## config.mk

```make
export PLATFORM = sky130hd
export DESIGN_NAME = mem_port_arbiter
export DESIGN_NICKNAME = d
export VERILOG_FILES = /design/src/rtl/mem_port_arbiter.sv
export SDC_FILE = /design/constraint.sdc
export NUM_CORES = 1
export LEC_CHECK = 0
export CAP_MARGIN = 20
export CORE_AREA = 3 3 127 129
export DETAILED_ROUTE_END_ITERATION = 8
export DIE_AREA = 0 0 130 132
export PLACE_DENSITY = 0.66
export SETUP_SLACK_MARGIN = 0.4
export SYNTH_ARGS = -nofsm -noshare
export SYNTH_HDL_FRONTEND = slang
export SYNTH_SLANG_ARGS = --single-unit
```

## constraint.sdc

```tcl
create_clock -name clk -period 3.1 [get_ports clk]
set_input_delay 0.62 -clock clk [delete_from_list [all_inputs] [get_ports clk]]
set_output_delay 0.62 -clock clk [all_outputs]
set_load 0.01 [all_outputs]
```

## src/rtl/mem_port_arbiter.sv

```systemverilog
// Two-requester (instruction fetch / Wishbone data) arbiter onto a single memory-side
// Wishbone master, with one outstanding transaction, alternating tie-break and ack timeout.
module mem_port_arbiter #(
  parameter int ADDR_WIDTH     = 10,
  parameter int TIMEOUT_CYCLES = 15
) (
  input  logic                  clk,
  input  logic                  rst_n,
  input  logic [ADDR_WIDTH-1:0] instr_addr,
  input  logic                  instr_stb,
  output logic [31:0]           instr,
  output logic                  instr_ack,
  input  logic                  d_cyc,
  input  logic                  d_stb,
  input  logic                  d_wr_en,
  input  logic [ADDR_WIDTH-1:0] d_addr,
  input  logic [31:0]           d_wr_data,
  input  logic [3:0]            d_wr_sel,
  output logic                  d_ack,
  output logic                  d_stall,
  output logic [31:0]           d_rd_data,
  output logic                  m_cyc,
  output logic                  m_stb,
  output logic                  m_wr_en,
  output logic [ADDR_WIDTH-1:0] m_addr,
  output logic [31:0]           m_wr_data,
  output logic [3:0]            m_wr_sel,
  input  logic                  m_ack,
  input  logic                  m_stall,
  input  logic [31:0]           m_rd_data,
  output logic                  timeout
);

  localparam logic [1:0] ST_IDLE  = 2'd0;
  localparam logic [1:0] ST_ISSUE = 2'd1;
  localparam logic [1:0] ST_WAIT  = 2'd2;
  localparam logic [1:0] ST_RESP  = 2'd3;

  localparam int CNT_W = (TIMEOUT_CYCLES > 1) ? $clog2(TIMEOUT_CYCLES) : 1;
  localparam logic [CNT_W-1:0] CNT_LAST = CNT_W'(TIMEOUT_CYCLES - 1);

  logic [1:0]            r_state;
  logic                  r_lastGrantData;
  logic                  r_grantData;
  logic [CNT_W-1:0]      r_waitCnt;
  logic [ADDR_WIDTH-1:0] r_mAddr;
  logic                  r_mWrEn;
  logic [31:0]           r_mWrData;
  logic [3:0]            r_mWrSel;
  logic [31:0]           r_instr;
  logic [31:0]           r_dRdData;
  logic                  r_instrAck;
  logic                  r_dAck;
  logic                  r_timeout;

  logic w_fetchPend;
  logic w_dataPend;
  logic w_grantFetch;
  logic w_grantData;
  logic w_issueAccept;
  logic w_ackTaken;
  logic w_expire;
  logic w_finish;

  // On a tie the side that did not win last time gets the bus.
  assign w_fetchPend   = instr_stb;
  assign w_dataPend    = d_cyc & d_stb;
  assign w_grantFetch  = (r_state == ST_IDLE) && w_fetchPend && (!w_dataPend || r_lastGrantData);
  assign w_grantData   = (r_state == ST_IDLE) && w_dataPend && (!w_fetchPend || !r_lastGrantData);
  assign w_issueAccept = (r_state == ST_ISSUE) && !m_stall;
  assign w_ackTaken    = (w_issueAccept || (r_state == ST_WAIT)) && m_ack;
  assign w_expire      = (r_state == ST_WAIT) && !m_ack && (r_waitCnt == CNT_LAST);
  assign w_finish      = w_ackTaken || w_expire;

  always_ff @(posedge clk or negedge rst_n) begin
    if (!rst_n) begin
      r_state <= ST_IDLE;
    end else begin
      case (r_state)
        ST_IDLE:  if (w_grantFetch || w_grantData) r_state <= ST_ISSUE;
        ST_ISSUE: if (!m_stall) r_state <= m_ack ? ST_RESP : ST_WAIT;
        ST_WAIT:  if (w_finish) r_state <= ST_RESP;
        ST_RESP:  r_state <= ST_IDLE;
        default:  r_state <= ST_IDLE;
      endcase
    end
  end

  always_ff @(posedge clk or negedge rst_n) begin
    if (!rst_n) begin
      r_waitCnt <= '0;
    end else if (r_state == ST_WAIT) begin
      r_waitCnt <= r_waitCnt + CNT_W'(1);
    end else begin
      r_waitCnt <= '0;
    end
  end

  // Request attributes are frozen at grant so a requester may drop stb afterwards.
  always_ff @(posedge clk or negedge rst_n) begin
    if (!rst_n) begin
      r_lastGrantData <= 1'b1;
      r_grantData     <= 1'b0;
      r_mAddr         <= '0;
      r_mWrEn         <= 1'b0;
      r_mWrData       <= '0;
      r_mWrSel        <= '0;
    end else if (w_grantData) begin
      r_lastGrantData <= 1'b1;
      r_grantData     <= 1'b1;
      r_mAddr         <= d_addr;
      r_mWrEn         <= d_wr_en;
      r_mWrData       <= d_wr_data;
      r_mWrSel        <= d_wr_sel;
    end else if (w_grantFetch) begin
      r_lastGrantData <= 1'b0;
      r_grantData     <= 1'b0;
      r_mAddr         <= instr_addr;
      r_mWrEn         <= 1'b0;
      r_mWrData       <= '0;
      r_mWrSel        <= '0;
    end
  end

  always_ff @(posedge clk or negedge rst_n) begin
    if (!rst_n) begin
      r_instr   <= '0;
      r_dRdData <= '0;
    end else if (w_ackTaken) begin
      if (r_grantData) r_dRdData <= m_rd_data;
      else             r_instr   <= m_rd_data;
    end else if (w_expire) begin
      if (r_grantData) r_dRdData <= 32'hDEAD_BEEF;
      else             r_instr   <= 32'hDEAD_BEEF;
    end
  end

  // These are high only in the single RESP cycle that follows completion or abort.
  always_ff @(posedge clk or negedge rst_n) begin
    if (!rst_n) begin
      r_instrAck <= 1'b0;
      r_dAck     <= 1'b0;
      r_timeout  <= 1'b0;
    end else begin
      r_instrAck <= w_finish && !r_grantData;
      r_dAck     <= w_finish && r_grantData;
      r_timeout  <= w_expire;
    end
  end

  assign m_cyc     = (r_state == ST_ISSUE) || (r_state == ST_WAIT);
  assign m_stb     = (r_state == ST_ISSUE);
  assign m_wr_en   = r_mWrEn;
  assign m_addr    = r_mAddr;
  assign m_wr_data = r_mWrData;
  assign m_wr_sel  = r_mWrSel;
  assign instr     = r_instr;
  assign instr_ack = r_instrAck;
  assign d_rd_data = r_dRdData;
  assign d_ack     = r_dAck;
  assign d_stall   = w_dataPend && !w_grantData;
  assign timeout   = r_timeout;

endmodule

```

==> impl_metrics.py <==
metrics = {
    "logic_synthesis": {
        "syn_area_sq_um": 5280,
        "synth_adder_area_share_pct": 1.66,
        "synth_compound_area_share_pct": 17.6,
        "syn_inst": 436,
        "syn-num-nets": 539,
        "synth-seq-cells": 122,
        "yosysUniqueCellTypes": 38,
        "muxShareOfSynthArea_pct": 12.9,
        "syn_area_per_cell_sq_um": 12.1,
        "ys_warn_count": 0,
        "synth_top_family_by_area": "compound AO/OA/AOI/OAI gates",
        "yosysSeqAreaShare_pct": 57.8,
        "synth-simple-area-share_pct": 3.86,
        "synth_xor_area_share_pct": 0.332,
    },
    "timing": {
        "tightest_slew_ns": 0.654,
        "finalSetupTns_ns": 0,
        "finalHoldViolCount": 0,
        "period_needed_ns": 2.56,
        "rsz0062_at_grt": "no",
        "clock_skew_ns": 0.00312,
        "period_share_pct": 82.5,
        "setup_viol": 0,
        "hold_ws_ns": 0.136,
        "fmax_mhz": 391,
        "relSlewSlack_pct": 56.4,
        "slew_violations": 0,
    },
    "grt": {
        "grt_util_all_layers_pct": 18.1,
        "grt_overflow_total": 0,
        "grt_pass1_wl_mm": 24.5,
        "antenna_found_initial": 1,
        "grt_max_degree": 57,
        "grt_pass1_vias": 4622,
    },
    "setup_path": {
        "path_cells": "clkdlybuf4s50_1 -> a21boi_1 -> nor2_1 -> clkdlybuf4s50_1",
        "crit_path_end_kind": "output pin",
        "cp-startpoint": "instr_stb",
        "criticalPathCategory": "input pin to output pin",
        "cpMostUsedCell": "clkdlybuf4s50_1",
        "slowest_stage": "clkdlybuf4s50_1",
        "critPathRequiredTime_ns": 2.48,
        "r2r_start": "r_state[1]$_DFFE_PN0P_",
        "slowest_delay_ns": 0.54,
        "crit_arrival_ns": 1.94,
        "startpoint_type": "input pin",
        "cp_max_fo": 4,
    },
    "power": {
        "clockPowerShare_pct": 26.1,
        "netSwitchingFraction_pct": 30.9,
        "ir_drop_v": 0.000364,
        "seq_power_share_pct": 33.2,
        "powerDensity_nw_per_um2": 989,
        "comb_power_share_pct": 40.6,
        "power.net_switching_w": 0.00253,
        "intPower_w": 0.00567,
        "p_leak_nw": 3.91,
    },
    "route": {
        "wire_per_inst_um": 17.9,
        "viasPerCell": 5.05,
        "finalWirelength_mm": 15.2,
        "final_antenna_net_count": 0,
        "drt_first_iter_violations": 178,
        "vias": 4296,
        "drt-pass1-iter-count": 4,
        "drc": 0,
    },
    "clocking": {
        "clkSlewWorstSetupHoldPaths_ns": 0.05,
        "post_cts_buffers": 0,
        "clockRootBuffer": "clkbuf_16",
        "cts_tree": "built",
        "htreeDepth": 4,
        "cts_buffers": 17,
        "clkSinkCount": 122,
        "clk_latency_ns": 0.41,
        "cts_hold_buf": 0,
        "clk_path_buf_depth": 2,
    },
    "final_layout": {
        "antenna_cells": 0,
        "nets": 753,
        "syn_to_final_growth_pct": 57.0,
        "post-route-util_pct": 54.8,
        "n_fill_cell": 1283,
        "drive_gt1_share_pct": 12.1,
        "final_cells": 851,
    },
    "floorplan": {
        "start_util_pct": 34.9,
        "core_area_sq_um": 15100,
        "die_area_sq_um": 17200,
        "fp.dieW_um": 130,
        "std_cell_rows": 45,
        "pin_count": 213,
        "dieHeight_um": 132,
    },
    "worst_hold_path": {
        "hold_class": "input pin to asynchronous set/reset pin",
    },
    "placed_design": {
        "dpl.hpwl_mm": 10.8,
        "gp_congestion": 0.823,
        "portBuffers": 212,
        "dp_cells": 818,
    },
    "job": {
        "drv_cap": 0,
    },
    "outcome": {
        "status": "completed",
    },
}
-- metrics by stage --
step	total power, W	area (sq um)	worst slack, ns
after detailed placement	0.00609	7630	0.450
after floorplan	0.00417	5280	1.24
final	0.00820	8290	0.543
after CTS	0.00829	8270	0.477
after global placement	0.00600	7630	0.504
after global routing	0.00869	8290	0.454
-- power groups by stage --
stage | registers (W) | logic (W) | clock network, W
after floorplan | 0.00297 | 0.00120 | 0
after global placement | 0.00273 | 0.00327 | 0
after detailed placement | 0.00274 | 0.00335 | 0
after CTS | 0.00273 | 0.00336 | 0.00220
after global routing | 0.00281 | 0.00361 | 0.00227
final | 0.00272 | 0.00333 | 0.00214
-- cells in the mapped netlist, drive strengths merged --
cell type / count / share of area [%]
nand2: 6 / 0.43
inv: 27 / 1.9
ha: 7 / 1.7
buf: 28 / 3.1
a21o: 3 / 0.43
nand3: 1 / 0.095
and4b: 2 / 0.43
o211ai: 1 / 0.24
mux2: 17 / 3.6
and4bb: 1 / 0.24
dfstp: 1 / 0.50
nand4: 11 / 1.3
a31oi: 10 / 1.2
a211oi: 1 / 0.14
o21ai: 11 / 1.1
a22o: 37 / 6.1
a21bo: 1 / 0.19
nor2: 2 / 0.14
a21boi: 17 / 2.4
a222oi: 1 / 0.19
clkbuf: 10 / 0.73
a21oi: 59 / 5.6
xor2: 1 / 0.17
nor2b: 5 / 0.64
xnor2: 1 / 0.17
and2: 4 / 0.47
and3: 1 / 0.12
mux2i: 49 / 9.3
dfrtp: 121 / 57
-- cells by family (layout without fill, tap and decap cells) --
group,after synthesis,after routing
buffers and inverters,65,292
xor gates and xnor gates,2,2
DFF,122,122
and+or+nand+nor,33,33
AOI/OAI and AO/OA,141,141
muxes,66,66
adders and majority gates,7,7
-- cells in the final DEF, fill, tap and decap left out, types with 3 or more instances in the layout --
cell	synthesis	layout
bufinv_16	0	4
dfrtp_1	121	121
clkdlybuf4s50_1	0	211
clkbuf_8	0	4
a22o_1	37	37
ha_1	7	7
buf_4	6	19
and2_1	3	3
inv_1	27	26
mux2_2	16	16
nor2b_1	4	4
buf_12	0	3
clkbuf_16	0	17
nand4_1	11	11
a21oi_1	59	59
a21o_1	3	3
o21ai_0	10	10
nand2_1	6	6
a21boi_1	4	5
a21boi_0	13	12
a31oi_1	10	10
mux2i_1	49	49
-- flip-flops by register name, indices dropped and copies added (netlist names) --
register,cells
m_wr_en,1
r_grantData,1
instr_ack,1
m_wr_data,32
timeout,1
d_ack,1
m_wr_sel,4
m_addr,10
instr,32
r_lastGrantData,1
r_state,2
d_rd_data,32
r_waitCnt,4
-- path summary, 6_finish.rpt --
kind	slack, ns	to	cells past startpoint
max	0.54	d_stall	4
min reg2reg	0.49	r_waitCnt[0]$_DFF_PN0_	1
max in group asynchronous	2.28	r_lastGrantData$_DFFE_PN1P_	2
min in group clk	0.49	r_waitCnt[0]$_DFF_PN0_	1
max reg2reg	1.07	m_wr_data[17]$_DFFE_PN0P_	7
min	0.14	instr[6]$_DFFE_PN0P_	1
-- cell type report --
| cell class | count | area (sq um) | area share, % |
|---|---|---|---|
| inverters | 27 | 101 | 1.22 |
| multi-input cells | 249 | 1940 | 23.4 |
| flip-flops and latches | 122 | 3050 | 36.8 |
| well taps | 188 | 235 | 2.84 |
| repair buffers | 233 | 2310 | 27.9 |
| clock inverters | 10 | 163 | 1.96 |
| clock buffers | 22 | 484 | 5.84 |
-- worst max-delay path, delay by kind of cell --
kind	cells	cell delay [ns]
simple gates	1	0.11
buf+inv	2	1.08
compound gates	1	0.12
-- routing by layer --
layer  track usage (%)  vias up  part of all wire [%]
li1                  -     1996                     -
met1              23.6     2082                    44
met2              27.9      201                    46
met3              6.93       15                   9.1
met4              5.77        2                   1.1
met5                 0        -                 0.085
-- timing repair --
action | CTS | global route
pin swaps | 0 | 0
cloned | 0 | 0
endpoints found under the setup margin | 1 | 1
resized for setup | 1 | 1
(Power assumes the default switching activity.)
==> variant: new RTL, config.mk and constraints unchanged <==
Change the parameter `ADDR_WIDTH` from 10 to 11.
--- a/src/rtl/mem_port_arbiter.sv
+++ b/src/rtl/mem_port_arbiter.sv
@@ -3,3 +3,3 @@
 module mem_port_arbiter #(
-  parameter int ADDR_WIDTH     = 10,
+  parameter int ADDR_WIDTH     = 11,
   parameter int TIMEOUT_CYCLES = 15
Interface: changed (resized d_addr, instr_addr and m_addr); port bits go from 213 to 216. No check against the original RTL was run, so the function may have changed too.
==> variant against the original RTL <==
Register-to-register slack got worse by 0.29 ns. First-iteration DRC count decreased by 12%. Hold slack improved by 0.12 ns. Design area rose by 0.35%. Synthesized area up 0.78%. Sequential share of layout area is 0.17 points higher. Routed wire length grew 0.62%. Sequential cell count rose by 1. Worst setup slack better by 0.0022 ns. Clock power is 3% lower. Power fell by 0.15%.
==> variant: results (changes against the original RTL) <==
qor: layout.final.fill_count 1,281 [-0.16%]
qor: power_and_ir_drop.total_switching_power 2.58 mW [+1.9%]
qor: setup_path.crit_fanout 6 [+2]
qor: grt.number_of_global_route_vias_before_repair 4,589 [-0.71%]
qor: timing.fin_skew 0.00670 ns [+0.00358 ns]
qor: timing.worst_slew_pin_slew 0.945 ns [+0.291 ns]
qor: routing.via_count 4,370 [+1.7%]
qor: power_and_ir_drop.leakage 3.91 nW [about the same]
qor: yosys.post_synth_mux_area_share 0.128 [-0.00100]
qor: setup_path.reg2reg_depth 6 [-1]
qor: yosys.sequential_share_of_the_synthesized_area 0.578 [about the same]
qor: place.routabilityCongestion 0.925 [+12%]
qor: setup_path.r2r_setup_slack 0.78 ns [-0.29 ns]
qor: routing.met3WireLength 1730 um [+25%]
qor: yosys.synth_common_cells dfrtp_1 (122), a21oi_1 (60), mux2i_1 (49)
qor: place.place_inst 822 [+0.49%]
qor: yosys.post_synth_main_area_contributors dfrtp_1 (57%), mux2i_1 (9.2%), a22o_1 (6.1%)
qor: yosys.synth_adder_area_share 0.0165 [-0.000129]
qor: status.status finished, final reports clean
qor: setup_path.crit_path_start r_state[0]
qor: layout.final_net_count 759 [+0.80%]
qor: routing.wirelength_met1 6620 um [-0.29%]
qor: routing.wl_met2 6750 um [-3.7%]
qor: routing.first_iter_violations 156 [-12%]
qor: place.dp_hpwl 10,800 um [about the same]
qor: setup_path.terminus_of_the_critical_flop_to_flop_path instr[7]
qor: yosys.syn_nets 546 [+1.3%]
qor: routing.detailed_route_wire_length 15,300 um [+0.62%]
qor: timing.whs 0.251 ns [+0.116 ns]
qor: grt.grt_first_pass_wirelength 24,500 um [about the same]
qor: clock_network.postCtsResizedCells 0 [-1]
variant: stage by stage:
step	setup slack [ns]	power, mW	instance area [sq um]
after floorplan	1.21	4.21	5320
after global placement	0.532	6.07	7690
after detailed placement	0.432	6.15	7690
after CTS	0.457	8.28	8320
after global routing	0.408	8.71	8320
final	0.545	8.19	8320
variant: power by group through the flow:
stage                     registers (mW)  logic, mW  clock network, mW
after floorplan                     3.00       1.21                  0
after global placement              2.74       3.33                  0
after global routing                2.84       3.67               2.20
after detailed placement            2.75       3.40                  0
after CTS                           2.75       3.41               2.12
final                               2.74       3.37               2.07
variant: area by class of cell:
type,count,area [sq um],area share
sequential,123,3080,0.370
multi-input combinational,253,1960,0.236
tap,188,235,0.0283
clock inverter,12,161,0.0194
clock buffer,20,467,0.0561
timing repair buffer,232,2310,0.278
inverter,27,101,0.0122
variant: per-layer routing:
layer | global-route usage | vias up
met4 | 0.0554 | 2
met5 | 0 | -
met2 | 0.270 | 224
li1 | - | 2014
met3 | 0.0831 | 16
met1 | 0.238 | 2114
